===== src/rtl/mem_arbiter_if.sv =====
// Request/response and memory-side bus of the unified-memory arbiter.
// master = arbiter view; slave = requesters plus memory macro view.
interface mem_arbiter_if;
  logic        cpu_req;
  logic        cpu_we;
  logic [31:0] cpu_addr;
  logic [31:0] cpu_wdata;
  logic        cpu_gnt;
  logic        cpu_stall;
  logic        cpu_rvalid;
  logic [31:0] cpu_rdata;

  logic        dma_req;
  logic        dma_we;
  logic [31:0] dma_addr;
  logic [31:0] dma_wdata;
  logic        dma_gnt;
  logic        dma_rvalid;
  logic [31:0] dma_rdata;

  logic [31:0] mem_addr;
  logic [31:0] mem_wdata;
  logic        mem_read;
  logic        mem_write;
  logic [31:0] mem_rdata;

  modport master (
    input  cpu_req, cpu_we, cpu_addr, cpu_wdata,
    output cpu_gnt, cpu_stall, cpu_rvalid, cpu_rdata,
    input  dma_req, dma_we, dma_addr, dma_wdata,
    output dma_gnt, dma_rvalid, dma_rdata,
    output mem_addr, mem_wdata, mem_read, mem_write,
    input  mem_rdata
  );

  modport slave (
    output cpu_req, cpu_we, cpu_addr, cpu_wdata,
    input  cpu_gnt, cpu_stall, cpu_rvalid, cpu_rdata,
    output dma_req, dma_we, dma_addr, dma_wdata,
    input  dma_gnt, dma_rvalid, dma_rdata,
    input  mem_addr, mem_wdata, mem_read, mem_write,
    output mem_rdata
  );
endinterface


===== src/rtl/mem_arbiter.sv =====
// Single-port memory arbiter between the CPU core (C) and the DMA/loader (D).
// C has priority until D starves for MAX_WAIT cycles; D bursts are capped at BURST_LEN.
module mem_arbiter #(
  parameter int MAX_WAIT  = 8,
  parameter int BURST_LEN = 4
) (
  input  logic          clk,
  input  logic          reset,
  mem_arbiter_if.master bus
);

  typedef enum logic {IDLE, DMA_BURST} state_e;

  localparam logic [7:0] MAX_WAIT_C  = 8'(MAX_WAIT);
  localparam logic [7:0] BURST_LEN_C = 8'(BURST_LEN);

  state_e      state_q, state_d;
  logic [7:0]  wait_q, wait_d;
  logic [7:0]  burst_q, burst_d;
  logic        rvalid_q, rvalid_d;
  logic        rd_owner_q, rd_owner_d;   // 1 = read in flight belongs to D
  logic [31:0] rdata_q, rdata_d;
  logic        cgnt, dgnt;

  function automatic logic [7:0] sat_inc(input logic [7:0] v);
    return (v == 8'hFF) ? v : v + 8'd1;
  endfunction

  always_ff @(posedge clk or posedge reset) begin
    if (reset) begin
      state_q    <= IDLE;
      wait_q     <= '0;
      burst_q    <= '0;
      rvalid_q   <= 1'b0;
      rd_owner_q <= 1'b0;
      rdata_q    <= '0;
    end else begin
      state_q    <= state_d;
      wait_q     <= wait_d;
      burst_q    <= burst_d;
      rvalid_q   <= rvalid_d;
      rd_owner_q <= rd_owner_d;
      rdata_q    <= rdata_d;
    end
  end

  always_comb begin
    state_d = state_q;
    wait_d  = wait_q;
    burst_d = burst_q;
    cgnt    = 1'b0;
    dgnt    = 1'b0;
    case (state_q)
      IDLE: begin
        if (bus.dma_req && (!bus.cpu_req || wait_q >= MAX_WAIT_C)) begin
          dgnt    = 1'b1;
          state_d = DMA_BURST;
          burst_d = 8'd1;
        end else if (bus.cpu_req) begin
          cgnt = 1'b1;
          if (bus.dma_req) wait_d = sat_inc(wait_q);
        end
      end
      DMA_BURST: begin
        if (bus.dma_req && (!bus.cpu_req || burst_q < BURST_LEN_C)) begin
          dgnt    = 1'b1;
          burst_d = sat_inc(burst_q);
        end else begin
          cgnt    = bus.cpu_req;
          state_d = IDLE;
          burst_d = '0;
        end
      end
      default: state_d = IDLE;
    endcase
    // Starvation count only spans an unbroken run of denied D requests.
    if (dgnt || !bus.dma_req) wait_d = '0;

    rvalid_d   = (cgnt && !bus.cpu_we) || (dgnt && !bus.dma_we);
    rd_owner_d = dgnt;
    rdata_d    = rvalid_d ? bus.mem_rdata : rdata_q;
  end

  // Grants are qualified by reset so nothing reaches the macro while it is held.
  always_comb begin
    bus.cpu_gnt   = cgnt & ~reset;
    bus.dma_gnt   = dgnt & ~reset;
    bus.cpu_stall = bus.cpu_req & ~bus.cpu_gnt & ~reset;
    bus.mem_addr  = '0;
    bus.mem_wdata = '0;
    bus.mem_read  = 1'b0;
    bus.mem_write = 1'b0;
    if (bus.cpu_gnt) begin
      bus.mem_addr  = bus.cpu_addr;
      bus.mem_wdata = bus.cpu_wdata;
      bus.mem_read  = ~bus.cpu_we;
      bus.mem_write = bus.cpu_we;
    end else if (bus.dma_gnt) begin
      bus.mem_addr  = bus.dma_addr;
      bus.mem_wdata = bus.dma_wdata;
      bus.mem_read  = ~bus.dma_we;
      bus.mem_write = bus.dma_we;
    end
    bus.cpu_rvalid = rvalid_q & ~rd_owner_q;
    bus.dma_rvalid = rvalid_q & rd_owner_q;
    bus.cpu_rdata  = rdata_q;
    bus.dma_rdata  = rdata_q;
  end

endmodule


===== src/flat_wrapper.sv =====
// flat-port wrapper written by rule: the top's interface ports become plain ports
module mem_arbiter_flat 
#(
  parameter int MAX_WAIT  = 8,
  parameter int BURST_LEN = 4
)
  (clk, reset, bus_cpu_req, bus_cpu_we, bus_cpu_addr, bus_cpu_wdata, bus_cpu_gnt, bus_cpu_stall, bus_cpu_rvalid, bus_cpu_rdata, bus_dma_req, bus_dma_we, bus_dma_addr, bus_dma_wdata, bus_dma_gnt, bus_dma_rvalid, bus_dma_rdata, bus_mem_addr, bus_mem_wdata, bus_mem_read, bus_mem_write, bus_mem_rdata);
  mem_arbiter_if bus_i ();
  input  logic clk;
  input  logic reset;
  input wire logic [$bits(bus_i.cpu_req)-1:0] bus_cpu_req;
  input wire logic [$bits(bus_i.cpu_we)-1:0] bus_cpu_we;
  input wire logic [$bits(bus_i.cpu_addr)-1:0] bus_cpu_addr;
  input wire logic [$bits(bus_i.cpu_wdata)-1:0] bus_cpu_wdata;
  output wire logic [$bits(bus_i.cpu_gnt)-1:0] bus_cpu_gnt;
  output wire logic [$bits(bus_i.cpu_stall)-1:0] bus_cpu_stall;
  output wire logic [$bits(bus_i.cpu_rvalid)-1:0] bus_cpu_rvalid;
  output wire logic [$bits(bus_i.cpu_rdata)-1:0] bus_cpu_rdata;
  input wire logic [$bits(bus_i.dma_req)-1:0] bus_dma_req;
  input wire logic [$bits(bus_i.dma_we)-1:0] bus_dma_we;
  input wire logic [$bits(bus_i.dma_addr)-1:0] bus_dma_addr;
  input wire logic [$bits(bus_i.dma_wdata)-1:0] bus_dma_wdata;
  output wire logic [$bits(bus_i.dma_gnt)-1:0] bus_dma_gnt;
  output wire logic [$bits(bus_i.dma_rvalid)-1:0] bus_dma_rvalid;
  output wire logic [$bits(bus_i.dma_rdata)-1:0] bus_dma_rdata;
  output wire logic [$bits(bus_i.mem_addr)-1:0] bus_mem_addr;
  output wire logic [$bits(bus_i.mem_wdata)-1:0] bus_mem_wdata;
  output wire logic [$bits(bus_i.mem_read)-1:0] bus_mem_read;
  output wire logic [$bits(bus_i.mem_write)-1:0] bus_mem_write;
  input wire logic [$bits(bus_i.mem_rdata)-1:0] bus_mem_rdata;
  assign bus_i.cpu_req = bus_cpu_req;
  assign bus_i.cpu_we = bus_cpu_we;
  assign bus_i.cpu_addr = bus_cpu_addr;
  assign bus_i.cpu_wdata = bus_cpu_wdata;
  assign bus_cpu_gnt = bus_i.cpu_gnt;
  assign bus_cpu_stall = bus_i.cpu_stall;
  assign bus_cpu_rvalid = bus_i.cpu_rvalid;
  assign bus_cpu_rdata = bus_i.cpu_rdata;
  assign bus_i.dma_req = bus_dma_req;
  assign bus_i.dma_we = bus_dma_we;
  assign bus_i.dma_addr = bus_dma_addr;
  assign bus_i.dma_wdata = bus_dma_wdata;
  assign bus_dma_gnt = bus_i.dma_gnt;
  assign bus_dma_rvalid = bus_i.dma_rvalid;
  assign bus_dma_rdata = bus_i.dma_rdata;
  assign bus_mem_addr = bus_i.mem_addr;
  assign bus_mem_wdata = bus_i.mem_wdata;
  assign bus_mem_read = bus_i.mem_read;
  assign bus_mem_write = bus_i.mem_write;
  assign bus_i.mem_rdata = bus_mem_rdata;
  mem_arbiter #(.MAX_WAIT(MAX_WAIT), .BURST_LEN(BURST_LEN)) u_core (.clk(clk), .reset(reset), .bus(bus_i));
endmodule

===== config.mk =====
export PLATFORM = sky130hd
export DESIGN_NAME = mem_arbiter_flat
export DESIGN_NICKNAME = d
export VERILOG_FILES = /design/src/rtl/mem_arbiter_if.sv /design/src/rtl/mem_arbiter.sv /design/src/flat_wrapper.sv
export SDC_FILE = /design/constraint.sdc
export NUM_CORES = 1
export LEC_CHECK = 0
export CELL_PAD_IN_SITES_DETAIL_PLACEMENT = 0
export CELL_PAD_IN_SITES_GLOBAL_PLACEMENT = 1
export CORE_MARGIN = 1.5
export CORE_UTILIZATION = 22
export DETAILED_ROUTE_END_ITERATION = 10
export PLACE_DENSITY = 0.92
export SLEW_MARGIN = 20
export SYNTH_ARGS = -nofsm -noshare
export SYNTH_HDL_FRONTEND = slang
export SYNTH_SLANG_ARGS = --single-unit
export TNS_END_PERCENT = 1

===== constraint.sdc =====
create_clock -name clk -period 5.1 [get_ports clk]
set_input_delay 1.02 -clock clk [delete_from_list [all_inputs] [get_ports clk]]
set_output_delay 1.02 -clock clk [all_outputs]
set_load 0.02 [all_outputs]

==> impl_metrics.csv <==
group,metric,value,unit
run_status,outcome,"complete, no violations",
power_and_ir_drop,total_switching_power,0.5285,mW
clock_network,cts.repair_timing.setup_buffer_count,0,
sta,slew_headroom,0.4242,
critical_path,critical_path_required,4080,ps
clock_network,clkSlewWorstSetupHoldPaths,70,ps
grt,antenna_violations_before_repair,2,
final_layout,finalNetCount,728,
clock_network,cts.path.max_buffers,2,
drt,routed-via-count,3470,
yosys,most_frequently_used_cell_type_in_the_post_synthesis_netlist,"sky130_fd_sc_hd__a22o_1",
placement,io_buffer_count,300,
grt,first_global_vias,3519,
sta,tightestPinTransition,862.8,ps
yosys,synthDistinctLibCells,37,
floorplanning,die_x,122.8,µm
sta,rsz_0062_raised_after_global_routing,"false",
power_and_ir_drop,sequentialPowerShare,0.305,
sta,hold_viol,0,
floorplanning,io-pin-count,301,
power_and_ir_drop,static_power_due_to_leakage,2.463,nW
yosys,synth-async-reset-ratio,1.000,
power_and_ir_drop,internal-power,1.087,mW
yosys,synth_nets,469,
sta,clock_skew,6.245,ps
run,maxCapViolCount,0,
sta,fin_crit,4646,ps
yosys,synth_seq_cells,50,
critical_path,category_of_the_most_critical_setup_path,"primary input to primary output",
floorplanning,row_count,43,
critical_path,worst_ep_arrival_time,3630,ps
yosys,post_synth_inst_count,300,
sta,max_clock_freq,215.2,MHz
grt,grt_util_all_layers,0.1782,
power_and_ir_drop,combinationalPowerShare,0.458,
yosys,synth-warning-count,0,
floorplanning,die_h,122.8,µm
grt,first_pass_grt_wire_length,20.16,mm
yosys,synth-edff-count,0,
power_and_ir_drop,sw_frac_of_total,0.3271,
drt,dr.pass1.iters,4,
clock_network,clk_root_buffer_cell,"sky130_fd_sc_hd__clkbuf_16",
drt,routedWlPerCell,19.51,µm
critical_path,critPathMaxFanout,66,
final_layout,relative_area_change_from_synthesis_to_final_layout,98.93,%
grt,grt_start_max_net_pins,68,
power_and_ir_drop,worst_ir_drop_vdd,0.2331,mV
yosys,synth_top_area_frac,0.3964,
clock_network,tritoncts_clock_tree,"yes",
yosys,synth_commonest_cells,"66 x sky130_fd_sc_hd__a22o_1, 50 x sky130_fd_sc_hd__dfrtp_1, 32 x sky130_fd_sc_hd__buf_4",
final_layout,number_of_filler_cells_placed_in_the_layout,1297,
placement,dp_hpwl,11.62,mm
yosys,synthesis.area_per_instance,10.52,µm²
yosys,synth_area,3157,µm²
yosys,synth_seq_area_share,0.3964,
floorplanning,floorplan.initialDensity,0.2265,
sta,setup_viol_count_final,0,
clock_network,cts_inserted_buffers,5,
critical_path,start_kind,"primary input",
drt,vias_per_cell,4.677,
floorplanning,core,13930,µm²
drt,detail_route.wirelength,14.48,mm
drt,remaining_drc_errors,0,
drt,drt_first_iter_violations,206,
clock_network,cts-resized-gates,0,
yosys,synthTopCellsByArea,"sky130_fd_sc_hd__dfrtp_1 40%, sky130_fd_sc_hd__a22o_1 18%, sky130_fd_sc_hd__mux2_2 10%, sky130_fd_sc_hd__buf_4 7.6%, sky130_fd_sc_hd__a21oi_1 2.2%",
critical_path,worstSetupEndpointType,"primary output",
final_layout,drive_above_1_share,0.08750,
clock_network,worstSkewPairLatency,290,ps
sta,final_min_period_over_clock_period,0.9111,
yosys,synth_top_cell_by_area,"sky130_fd_sc_hd__dfrtp_1",
min_path,path_category_of_the_worst_min_delay_check,"register to register",
clock_network,tritoncts_num_sinks,50,
yosys,synth_ff_type,"sky130_fd_sc_hd__dfrtp_1",
power_and_ir_drop,power.clock.fraction,0.237,
grt,grt_overflow,0,
sta,final_max_slew_viol_count,0,
sta,setup_tns,0,ps
final_layout,layoutNonFillerInstCount,742,
drt,final_antenna_net_count,0,
clock_network,h-tree-depth,2,
floorplanning,fp.dieArea,15080,µm²
power_and_ir_drop,power.density_cell_area,257.3,nW/µm²
clock_network,postCtsHoldBufs,0,
placement,gpl.final_weighted_congestion,0.8254,
placement,placedCellCount,732,
-- final timing paths --
path / from / endpoint / slack [ps] / cells past startpoint
setup reg to reg: u_core.burst_q[2] / u_core.bus.cpu_rdata[18] / 2500 / 6
setup / recovery: bus_cpu_req / bus_mem_addr[19] / 450 / 8
hold / removal: u_core.bus.cpu_rdata[17] / u_core.bus.cpu_rdata[17] / 530 / 1
min in group asynchronous: reset / u_core.bus.cpu_rdata[22] / 1440 / 2
hold reg to reg: u_core.bus.cpu_rdata[17] / u_core.bus.cpu_rdata[17] / 530 / 1
max in group asynchronous: reset / u_core.bus.cpu_rdata[8] / 3150 / 2
-- layer usage --
| layer | GRT usage | part of all wire | up-vias | wire length, µm |
|---|---|---|---|---|
| li1 | - | - | 1610 | - |
| met1 | 0.2274 | 0.40 | 1654 | 5817 |
| met2 | 0.2934 | 0.47 | 192 | 6822 |
| met3 | 0.05901 | 0.11 | 12 | 1650 |
| met4 | 0.03634 | 0.012 | 2 | 171 |
| met5 | 0 | 0.00090 | - | 13 |
-- critical path, cell delays in order --
cell and delay, ps:
sky130_fd_sc_hd__clkdlybuf4s50_1 700, sky130_fd_sc_hd__inv_1 170, sky130_fd_sc_hd__nor4b_4 310, sky130_fd_sc_hd__a211oi_2 110, sky130_fd_sc_hd__nor2_4 140, sky130_fd_sc_hd__buf_12 270
sky130_fd_sc_hd__a22o_1 230, sky130_fd_sc_hd__clkdlybuf4s50_1 630
-- cells by family after synthesis --
kind of cell	Yosys count	synth area share
AOI/OAI and AO/OA	103	0.2616
xor gates and xnor gates	1	0.002775
adders and majority gates	3	0.01189
buffers and inverters	61	0.1221
DFF	50	0.3964
muxes	32	0.1141
and+or+nand+nor	50	0.09116
-- sequential cells by signal (all words and copies together), names as in the netlist --
register / count
u_core.wait_q: 8
u_core.rvalid_q: 1
u_core.state_q: 1
u_core.bus.cpu_rdata: 32
u_core.burst_q: 8
-- per-stage QoR --
step                      hold WS (ps)  power (mW)  setup WS [ps]    util  cell area (µm²)
after floorplan                  476.3      0.8667           1597       -             3157
final                            528.3       1.616          453.5  0.4507             6280
after detailed placement         518.6       1.240          456.4  0.4381             6105
after global routing             552.5       1.690          296.3  0.4503             6275
after CTS                        533.8       1.635          446.9  0.4502             6274
after global placement           497.3       1.232          507.9  0.4381             6105
-- power by group through the flow --
stage | combinational [mW] | clock (mW) | sequential, mW
global placement | 0.736 | 0 | 0.496
CTS | 0.747 | 0.395 | 0.493
global route | 0.777 | 0.412 | 0.501
finish | 0.740 | 0.382 | 0.493
floorplan | 0.325 | 0 | 0.542
detailed placement | 0.741 | 0 | 0.499
-- cell usage in the layout, fill, tap and decap left out, types with 2 or more instances in the layout --
| cell type | count |
|---|---|
| sky130_fd_sc_hd__nor2_1 | 13 |
| sky130_fd_sc_hd__mux2_2 | 28 |
| sky130_fd_sc_hd__a21oi_1 | 14 |
| sky130_fd_sc_hd__clkinv_2 | 2 |
| sky130_fd_sc_hd__and2_1 | 4 |
| sky130_fd_sc_hd__clkdlybuf4s50_1 | 300 |
| sky130_fd_sc_hd__nand3b_1 | 2 |
| sky130_fd_sc_hd__mux2_1 | 4 |
| sky130_fd_sc_hd__o31ai_1 | 2 |
| sky130_fd_sc_hd__buf_12 | 2 |
| sky130_fd_sc_hd__o21ai_0 | 7 |
| sky130_fd_sc_hd__nand2_1 | 12 |
| sky130_fd_sc_hd__inv_1 | 8 |
| sky130_fd_sc_hd__nor4_4 | 2 |
| sky130_fd_sc_hd__nand3_1 | 6 |
| sky130_fd_sc_hd__ha_1 | 3 |
| sky130_fd_sc_hd__a22o_1 | 66 |
| sky130_fd_sc_hd__a211oi_1 | 2 |
| sky130_fd_sc_hd__dfrtp_1 | 50 |
| sky130_fd_sc_hd__a41oi_1 | 2 |
| sky130_fd_sc_hd__diode_2 | 2 |
| sky130_fd_sc_hd__a31oi_1 | 5 |
| sky130_fd_sc_hd__buf_4 | 2 |
| sky130_fd_sc_hd__clkbuf_16 | 5 |
| sky130_fd_sc_hd__and3_1 | 3 |
-- final cells by class --
type | count | area [µm²] | share of cell area
multi-input cells | 189 | 1536 | 0.2447
well taps | 180 | 225.2 | 0.03586
diodes | 2 | 5.005 | 0.0007970
flip-flops and latches | 50 | 1251 | 0.1992
clock inverters | 3 | 43.79 | 0.006974
repair buffers | 304 | 3058 | 0.4869
clock buffers | 5 | 125.1 | 0.01992
inverters | 9 | 35.03 | 0.005579
No activity file was read; power rests on OpenSTA's default activity.
